### src/rtl/dnoc_c_chan_dispatch.sv
`default_nettype none
// ============================================================================
// Module   : dnoc_c_chan_dispatch
// Purpose  : Command-channel dispatcher on the dNoC input side of a core
//            interface. Single-flit C-channel packets are classified as read
//            commands (queued in a show-ahead FIFO for the DMA read engine),
//            responses (registered pulses plus saturating counters) or sync
//            tokens (collected into a per-node mask that fires sync_done).
// Ports    : clk, rst_n               - clock, async active-low reset
//            in_flit/in_last/in_valid/in_ready - NoC input handshake
//            rd_cmd_valid/rd_cmd_ready/rd_cmd_flit - read-command FIFO head
//            dma_rd_resp/core_wr_resp - one-cycle response pulses
//            resp_cnt_dma/resp_cnt_core, cnt_clr - saturating counters
//            sync_expect/sync_pending/sync_done - sync collection
//            proto_err                - sticky protocol error
// Revision : 1.0 - initial release
// ============================================================================
module dnoc_c_chan_dispatch #(
  parameter int FLIT_W    = 256,
  parameter int NODE_W    = 4,
  parameter int NODES     = 2**NODE_W,
  parameter int CMD_DEPTH = 4,
  parameter int CNT_W     = 8
) (
  input  logic              clk,
  input  logic              rst_n,
  input  logic [FLIT_W-1:0] in_flit,
  input  logic              in_last,
  input  logic              in_valid,
  output logic              in_ready,
  output logic              rd_cmd_valid,
  input  logic              rd_cmd_ready,
  output logic [FLIT_W-1:0] rd_cmd_flit,
  output logic              dma_rd_resp,
  output logic              core_wr_resp,
  output logic [CNT_W-1:0]  resp_cnt_dma,
  output logic [CNT_W-1:0]  resp_cnt_core,
  input  logic              cnt_clr,
  input  logic [NODES-1:0]  sync_expect,
  output logic [NODES-1:0]  sync_pending,
  output logic              sync_done,
  output logic              proto_err
);

  localparam int                 c_PTR_W    = $clog2(CMD_DEPTH);
  localparam logic [c_PTR_W:0]   c_FULL_CNT = (c_PTR_W+1)'(CMD_DEPTH);
  localparam logic [c_PTR_W:0]   c_CNT_ONE  = (c_PTR_W+1)'(1);
  localparam logic [c_PTR_W-1:0] c_PTR_ONE  = c_PTR_W'(1);
  localparam logic [CNT_W-1:0]   c_CNT_INC  = CNT_W'(1);
  localparam logic [NODES-1:0]   c_ONE_NODE = NODES'(1);

  // --------------------------------------------------------------------------
  // Flit decode: the response bit dominates the sync bit.
  // --------------------------------------------------------------------------
  logic w_is_resp, w_is_sync, w_is_cmd, w_sel;
  logic w_full, w_empty, w_accept, w_push, w_pop;

  assign w_is_resp = in_flit[4];
  assign w_is_sync = !in_flit[4] && in_flit[6];
  assign w_is_cmd  = !in_flit[4] && !in_flit[6];
  assign w_sel     = in_flit[5];

  // Only read commands can be back-pressured; there is no bypass from a
  // same-cycle pop, so a full FIFO refuses commands regardless of rd_cmd_ready.
  assign in_ready  = (in_valid && !w_is_cmd) || !w_full;
  assign w_accept  = in_valid && in_ready;

  // --------------------------------------------------------------------------
  // Read-command FIFO (show-ahead, power-of-two depth, wrapping pointers)
  // --------------------------------------------------------------------------
  logic [FLIT_W-1:0]  fifo_mem_q [CMD_DEPTH];
  logic [c_PTR_W-1:0] wr_ptr_q, rd_ptr_q;
  logic [c_PTR_W:0]   count_q, count_d;

  assign w_full       = (count_q == c_FULL_CNT);
  assign w_empty      = (count_q == '0);
  assign rd_cmd_valid = !w_empty;
  assign rd_cmd_flit  = fifo_mem_q[rd_ptr_q];
  assign w_push       = w_accept && w_is_cmd;
  assign w_pop        = rd_cmd_valid && rd_cmd_ready;

  always_comb begin
    count_d = count_q;
    if (w_push && !w_pop)      count_d = count_q + c_CNT_ONE;
    else if (!w_push && w_pop) count_d = count_q - c_CNT_ONE;
  end

  // Storage carries no reset; validity is tracked by count_q alone.
  always_ff @(posedge clk) begin
    if (w_push) fifo_mem_q[wr_ptr_q] <= in_flit;
  end

  always_ff @(posedge clk or negedge rst_n) begin
    if (!rst_n) begin
      wr_ptr_q <= '0;
      rd_ptr_q <= '0;
      count_q  <= '0;
    end else begin
      if (w_push) wr_ptr_q <= wr_ptr_q + c_PTR_ONE;
      if (w_pop)  rd_ptr_q <= rd_ptr_q + c_PTR_ONE;
      count_q <= count_d;
    end
  end

  // --------------------------------------------------------------------------
  // Responses: registered pulses and saturating counters
  // --------------------------------------------------------------------------
  logic             w_dma_inc, w_core_inc;
  logic             dma_pulse_q, core_pulse_q;
  logic [CNT_W-1:0] cnt_dma_q, cnt_core_q;

  assign w_dma_inc  = w_accept && w_is_resp && w_sel;
  assign w_core_inc = w_accept && w_is_resp && !w_sel;

  always_ff @(posedge clk or negedge rst_n) begin
    if (!rst_n) begin
      dma_pulse_q  <= 1'b0;
      core_pulse_q <= 1'b0;
      cnt_dma_q    <= '0;
      cnt_core_q   <= '0;
    end else begin
      dma_pulse_q  <= w_dma_inc;
      core_pulse_q <= w_core_inc;
      // Clear takes precedence over a same-cycle increment.
      if (cnt_clr)                               cnt_dma_q <= '0;
      else if (w_dma_inc && (cnt_dma_q != '1))   cnt_dma_q <= cnt_dma_q + c_CNT_INC;
      if (cnt_clr)                               cnt_core_q <= '0;
      else if (w_core_inc && (cnt_core_q != '1)) cnt_core_q <= cnt_core_q + c_CNT_INC;
    end
  end

  assign dma_rd_resp   = dma_pulse_q;
  assign core_wr_resp  = core_pulse_q;
  assign resp_cnt_dma  = cnt_dma_q;
  assign resp_cnt_core = cnt_core_q;

  // --------------------------------------------------------------------------
  // Sync collection. Completion is checked every cycle, not only on a sync
  // accept, so shrinking sync_expect can complete an already-pending set.
  // --------------------------------------------------------------------------
  logic [NODES-1:0] w_new, w_merged, pending_q;
  logic             w_hit, w_dup, done_q;

  assign w_new    = (w_accept && w_is_sync) ? (c_ONE_NODE << in_flit[7 +: NODE_W]) : '0;
  assign w_merged = pending_q | w_new;
  assign w_hit    = ((w_merged & sync_expect) == sync_expect) && (sync_expect != '0);
  assign w_dup    = |(pending_q & w_new);

  always_ff @(posedge clk or negedge rst_n) begin
    if (!rst_n) begin
      pending_q <= '0;
      done_q    <= 1'b0;
    end else begin
      done_q    <= w_hit;
      pending_q <= w_hit ? (w_merged & ~sync_expect) : w_merged;
    end
  end

  assign sync_pending = pending_q;
  assign sync_done    = done_q;

  // --------------------------------------------------------------------------
  // Sticky protocol error. Popping an empty FIFO cannot happen because
  // rd_cmd_valid gates the pop; the term is kept as a structural guard.
  // --------------------------------------------------------------------------
  logic w_err, err_q;

  assign w_err = (w_accept && !in_last) || w_dup || (w_pop && w_empty);

  always_ff @(posedge clk or negedge rst_n) begin
    if (!rst_n) err_q <= 1'b0;
    else if (w_err) err_q <= 1'b1;
  end

  assign proto_err = err_q;

endmodule
`default_nettype wire

### config.mk
export PLATFORM = sky130hd
export DESIGN_NAME = dnoc_c_chan_dispatch
export DESIGN_NICKNAME = d
export VERILOG_FILES = /design/src/rtl/dnoc_c_chan_dispatch.sv
export SDC_FILE = /design/constraint.sdc
export NUM_CORES = 1
export LEC_CHECK = 0
export CAP_MARGIN = 20
export CORE_MARGIN = 1
export CORE_UTILIZATION = 35
export CTS_CLUSTER_SIZE = 28
export DETAILED_ROUTE_END_ITERATION = 8
export DONT_BUFFER_PORTS = 1
export PLACE_DENSITY = 0.61
export SYNTH_ARGS = -nofsm -noshare
export SYNTH_HDL_FRONTEND = slang
export SYNTH_SLANG_ARGS = --single-unit
export TNS_END_PERCENT = 20
### constraint.sdc
create_clock -name clk -period 7.4 [get_ports clk]
set_input_delay 1.11 -clock clk [delete_from_list [all_inputs] [get_ports clk]]
set_output_delay 1.11 -clock clk [all_outputs]
set_load 0.05 [all_outputs]
==> results of run 1 <==
## logic make-up (layout without fill, tap and decap cells)
logic type | count (synthesis) | count (layout) | synth area share, %
flip-flops | 1067 | 1067 | 80.7
multiplexers | 260 | 260 | 14.7
AND/OR/NAND/NOR | 99 | 99 | 1.53
buffers and inverters | 81 | 222 | 0.921
AO/OA/AOI/OAI | 66 | 66 | 1.37
XOR/XNOR | 19 | 19 | 0.422
adder cells (fa/ha/maj) | 8 | 8 | 0.273
## path summary, 6_finish.rpt
kind	from	end	slack, ps	cells after the start
worst max-delay path	rd_ptr_q[0]	rd_cmd_flit[251]	3050	2
worst min-delay path	rst_n	resp_cnt_dma[1]	140	0
worst max register to register	count_q[0]	fifo_mem_q[1][183]	4640	5
worst min register to register	count_q[2]	count_q[2]	530	1
max in group asynchronous	rst_n	rd_ptr_q[0]	7170	0
min in group clk	cnt_clr	resp_cnt_dma[1]	500	1
## flip-flops by register name (all words and copies together) (netlist names), 2 cells and up
name and flops:
count_q 3, fifo_mem_q 1024, rd_ptr_q 2, resp_cnt_core 8, resp_cnt_dma 8, sync_pending 16
wr_ptr_q 2
## area by class of cell
type                            count  area (um^2)  area share, %
Timing Repair Buffer               16          262          0.586
Clock buffer                      130         2740           6.14
Clock inverter                     65          667           1.49
Multi-Input combinational cell    452         7240           16.2
Inverter                           11         41.3         0.0925
Tap cell                         1488         1860           4.17
Sequential cell                  1067        31800           71.3
## layer usage
layer  part of all wire [%]  vias up  GRT usage, %
li1                       -     6958             -
met1                     36     8775          15.5
met2                     50      625          22.9
met3                     12      129          6.65
met4                    2.7        6          4.78
met5                  0.058        -             0
## cells in the mapped netlist (all sizes together), types with 2 or more instances
master   count
a21oi       19
a221oi       3
a22o         2
a22oi        4
a2bb2oi      2
a311oi       3
a31oi        4
a41oi       14
and2        10
and3         4
and4         3
buf         47
clkbuf      23
dfrtp       43
edfxtp    1024
ha           7
inv         10
mux2         2
mux2i        2
mux4       256
nand2       12
nand2b       9
nand3        8
nand4        3
nor2        25
nor2b        3
nor3         3
nor3b        2
nor4         5
nor4b        3
nor4bb       2
o21ai        7
or3          2
xnor2       12
xor2         7
## per-stage QoR
stage | setup WS (ps) | hold slack, ps
after floorplan | -657 | 477
after global placement | 3640 | 500
after detailed placement | 3610 | 526
after CTS | 2840 | 51.3
after global routing | 2770 | 73.5
final | 3050 | 136
## power by group through the flow
stage | sequential, W | clock [W] | combinational (W)
after floorplan | 0.00732 | 0 | 0.00518
after detailed placement | 0.00740 | 0 | 0.00587
after global routing | 0.00730 | 0.00560 | 0.00600
after global placement | 0.00738 | 0 | 0.00584
after CTS | 0.00727 | 0.00538 | 0.00588
final | 0.00727 | 0.00522 | 0.00578
==> impl_metrics.json, run 1 <==
{
  "clkTransAtPathRegs_ps": 60,
  "vias": 16500,
  "tightest_slew_ps": 1240,
  "synth_top_cell_area_share_pct": 78.0,
  "p_sw_w": 0.00682,
  "crit_buf_inv": 1,
  "pwr-share-comb_pct": 31.6,
  "boundaryPins": 572,
  "gp_congestion": 0.815,
  "synthCells": 1600,
  "hold_buffers": 0,
  "tritoncts": "done",
  "finalNonFillerCells": 3229,
  "synth-async-reset-ratio_pct": 4.03,
  "layout.nets": 1940,
  "max_slew_margin_pct": 17.5,
  "track_usage_pct": 13.8,
  "grt_setup_unrepaired": "false",
  "mostFrequentLayoutCells": "1,024 x edfxtp_1, 256 x mux4_2, 106 x clkbuf_16",
  "vias_per_cell": 5.11,
  "stdcell_area_um2": 44600,
  "synth_seq_cells": 1067,
  "syn_area_um2": 39400,
  "grt_max_degree": 135,
  "synthTopCellsByArea": "edfxtp_1 78%, mux4_2 15%, dfrtp_1 2.7%",
  "die-area_um2": 114000,
  "yosysSeqAreaShare_pct": 80.7,
  "die_width_um": 338,
  "status": "finished clean",
  "synth_flop_cell": "edfxtp_1",
  "crit_slowest_cell": "dfrtp_4",
  "clock_latency_ps": 690,
  "ctsResizeCount": 0,
  "synth_edf_count": 1024,
  "cts_buffer_depth": 3,
  "hold_viol": 0,
  "min_path_type": "in -> async",
  "fin_setup_tns_ps": 0,
  "setup_viol": 0,
  "internal_power_w": 0.0114,
  "core_um2": 111000,
  "swShare_pct": 37.3,
  "n_antenna_cell": 0,
  "crit_type": "reg -> out",
  "leakage_nw": 13.7,
  "fin_crit_ps": 4350,
  "drive_gt1_share_pct": 25.8,
  "p_per_area_nw_per_um2": 409,
  "wire_per_inst_um": 24.9,
  "drv_cap": 0,
  "hpwl_um": 49900,
  "cts_root_buf": "clkbuf_16",
  "max_stage_delay_ps": 900,
  "synth.avg_cell_area_um2": 24.6,
  "finalPower_w": 0.0183,
  "synth.yosys.warnings": 0,
  "cts_max_level": 3,
  "fillers": 9676,
  "fmax_mhz": 230,
  "finalWirelength_um": 80500,
  "grt_pass1_vias": 17400,
  "rows": 122,
  "maxSlewViolCount": 0,
  "crit_path_end_kind": "output pin",
  "ir_drop_mv": 0.286,
  "cts.sinks": 1067,
  "start_util_pct": 35.5,
  "io_buffer_count": 0,
  "power.sequential.fraction_pct": 39.8,
  "synth_nets": 1886,
  "cts_setup_buffers": 0,
  "initialDrtViolationCount": 985,
  "cp_cell_sequence": "buf_12, mux4_2",
  "yosysUniqueCellTypes": 62,
  "cp-start-kind": "flop",
  "finClkSkew_ps": 26.5,
  "clock_power_share_pct": 28.6,
  "placed_cell_area_um2": 41200,
  "critPathTopFamily": "flip-flops",
  "area_growth_pct": 13.3,
  "antenna_found_initial": 3,
  "route.detailed.drc": 0,
  "yosysTopAreaCell": "edfxtp_1",
  "dp.cells": 3033,
  "fin_crit_sh_pct": 58.8,
  "final_antenna_net_count": 0,
  "final_common_cell": "edfxtp_1",
  "crit_path_max_fanout": 107,
  "utilization_pct": 40.2,
  "die_h_um": 338,
  "overflow": 0,
  "drtPass1Iterations": 5,
  "grt_pass1_wl_um": 117000,
  "cp.required_ps": 6290,
  "cp.arrival_ps": 3240,
  "cts_made_buffers": 106
}
Power figures use the tool's default switching activity.
==> run 2, diff against run 1 <==
--- a/config.mk
+++ b/config.mk
@@ -11,7 +11,7 @@
 export CTS_CLUSTER_SIZE = 28
 export DETAILED_ROUTE_END_ITERATION = 8
 export DONT_BUFFER_PORTS = 1
-export PLACE_DENSITY = 0.61
+export PLACE_DENSITY = 0.59
 export SYNTH_ARGS = -nofsm -noshare
 export SYNTH_HDL_FRONTEND = slang
 export SYNTH_SLANG_ARGS = --single-unit
==> constraint.sdc (replaced) <==
create_clock -name clk -period 4.3 [get_ports clk]
set_input_delay 0.645 -clock clk [delete_from_list [all_inputs] [get_ports clk]]
set_output_delay 0.645 -clock clk [all_outputs]
set_load 0.05 [all_outputs]
==> run 2 against run 1 <==
Against the previous run:
- sequential cell count did not move
- critical path type unchanged
- hold slack got worse by 66 ps
- first-iteration DRC count rose by 11%
- via count rose by 6.5%
- cell area rose by 5.4%
- global-route usage rose by 0.93 points
- register-to-register slack got worse by 3100 ps
- count of clock-buffer cells in the layout rose by 5
- die area did not move
- largest power group unchanged
- critical endpoint is now rd_cmd_flit[164]
- wire length rose by 6.9%
- highest routed layer unchanged
- sequential share of layout area fell by 3.7 points
- non-clock buffer count rose by 246
==> impl_metrics.json, run 2 (synthesis results as in run 1) <==
{
  "maxSlewViolCount": 0,
  "crit_slowest_cell": "mux4_2",
  "die_h_um": 338,
  "rows": 122,
  "cts_setup_buffers": 0,
  "critPathTopFamily": "multiplexers",
  "final_antenna_net_count": 0,
  "hold_buffers": 201,
  "io_buffer_count": 0,
  "cp.arrival_ps": 2720,
  "cp.required_ps": 3650,
  "final_common_cell": "edfxtp_1",
  "largest_reg_flops": 1024,
  "cts.sinks": 1067,
  "drive_gt1_share_pct": 24.3,
  "p_per_area_nw_per_um2": 676,
  "crit_path_max_fanout": 33,
  "start_util_pct": 35.5,
  "grt_pass1_wl_um": 124000,
  "cts_root_buf": "clkbuf_16",
  "drtPass1Iterations": 5,
  "die-area_um2": 114000,
  "mostFrequentLayoutCells": "1,024 x edfxtp_1, 256 x mux4_2, 200 x dlygate4sd3_1",
  "cts_buffer_depth": 3,
  "die_width_um": 338,
  "reg2reg_depth": 5,
  "grt_setup_unrepaired": "false",
  "core_um2": 111000,
  "timing.hold.ws_ps": 70.4,
  "crit_buf_inv": 1,
  "fmax_mhz": 297,
  "initialDrtViolationCount": 1094,
  "cts_max_level": 3,
  "tritoncts": "done",
  "max_stage_delay_ps": 770,
  "antenna_found_initial": 6,
  "track_usage_pct": 14.8,
  "grt_max_degree": 112,
  "status": "finished clean",
  "clock_latency_ps": 680,
  "ir_drop_mv": 0.389,
  "cp_cell_sequence": "buf_4, mux4_2",
  "hpwl_um": 56100,
  "tightest_slew_ps": 1140,
  "min_path_type": "in -> reg",
  "hold_viol": 0,
  "crit_type": "reg -> out",
  "swShare_pct": 37.8,
  "leakage_nw": 14.8,
  "crit_path_end_kind": "output pin",
  "internal_power_w": 0.0198,
  "fillers": 9571,
  "setup_viol": 0,
  "finalWirelength_um": 86100,
  "power.sequential.fraction_pct": 39.2,
  "pwr-share-comb_pct": 33.3,
  "ctsResizeCount": 0,
  "clkTransAtPathRegs_ps": 60,
  "critical_path_cell_count": 2,
  "max_slew_margin_pct": 24.3,
  "cts_made_buffers": 106,
  "area_growth_pct": 19.4,
  "vias": 17600,
  "drv_cap": 0,
  "vias_per_cell": 5.05,
  "gp_congestion": 0.874,
  "finClkSkew_ps": 28.6,
  "route.detailed.drc": 0,
  "grt_pass1_vias": 18700,
  "fin_crit_ps": 3370,
  "worstHoldPathCells": 0,
  "overflow": 0,
  "clock_power_share_pct": 27.5,
  "p_sw_w": 0.0120,
  "boundaryPins": 572,
  "wire_per_inst_um": 24.7,
  "finalPower_w": 0.0318,
  "layout.nets": 2186,
  "largest-register": "fifo_mem_q",
  "utilization_pct": 42.3,
  "cp-start-kind": "flop",
  "fin_crit_sh_pct": 78.3
}
==> run 2: changes by cell type in the layout (fill, tap and decap cells not counted), moves of 2 or more <==
cell,delta
dlygate4sd3_1,+200
buf_12,+13
clkinv_1,+8
inv_6,+4
inv_16,-2
bufinv_16,-3
clkbuf_1,+5
clkinv_2,-5
buf_4,+33
clkinvlp_4,-5
diode_2,+7
==> run 2: final cells by class <==
cell class,instances,area [um^2],area share [%]
Clock buffer,135,2760,5.87
Clock inverter,60,517,1.10
Timing Repair Buffer,262,2790,5.92
Inverter,11,41.3,0.0877
Antenna cell,7,17.5,0.0372
Tap cell,1488,1860,3.96
Sequential cell,1067,31800,67.7
Multi-Input combinational cell,452,7240,15.4
==> run 2: worst paths after layout <==
check | startpoint | end | slack, ps
min in group asynchronous | rst_n | sync_pending[0] | 480
worst min register to register | count_q[2] | count_q[2] | 570
worst min-delay path | in_flit[202] | fifo_mem_q[3][202] | 70
worst max register to register | sync_pending[5] | sync_pending[3] | 1500
worst max-delay path | rd_ptr_q[0] | rd_cmd_flit[164] | 930
max in group asynchronous | rst_n | rd_ptr_q[0] | 3570
==> run 2: worst register-to-register path: stages, from the launching register on <==
cell and delay, ps:
dfrtp_1 700, nand2b_1 260, nor4b_1 270, o21ai_1 150, a2111oi_4 990, a41oi_1 240
==> run 2: routing by layer <==
layer | GRT usage [%] | part of all wire [%]
met5 | 0 | 0.015
met3 | 5.24 | 9.4
met2 | 25.1 | 51
met4 | 5.19 | 2.8
met1 | 17.3 | 37
==> run 2: power groups by stage <==
stage,Sequential [W],Clock [W],Combinational [W]
after global placement,0.0127,0,0.0105
after global routing,0.0125,0.00934,0.0110
after CTS,0.0125,0.00896,0.0108
after floorplan,0.0125,0,0.00892
after detailed placement,0.0127,0,0.0105
final,0.0125,0.00873,0.0106
==> run 2: per-stage QoR <==
stage	TNS [ps]	std cells	instance area (um^2)	worst slack (ps)
final	0	3482	47100	933
after floorplan	-425860	1600	39400	-416
after global placement	0	3079	41700	1480
after detailed placement	0	3079	41700	1410
after global routing	0	3480	47100	723
after CTS	0	3475	47000	774
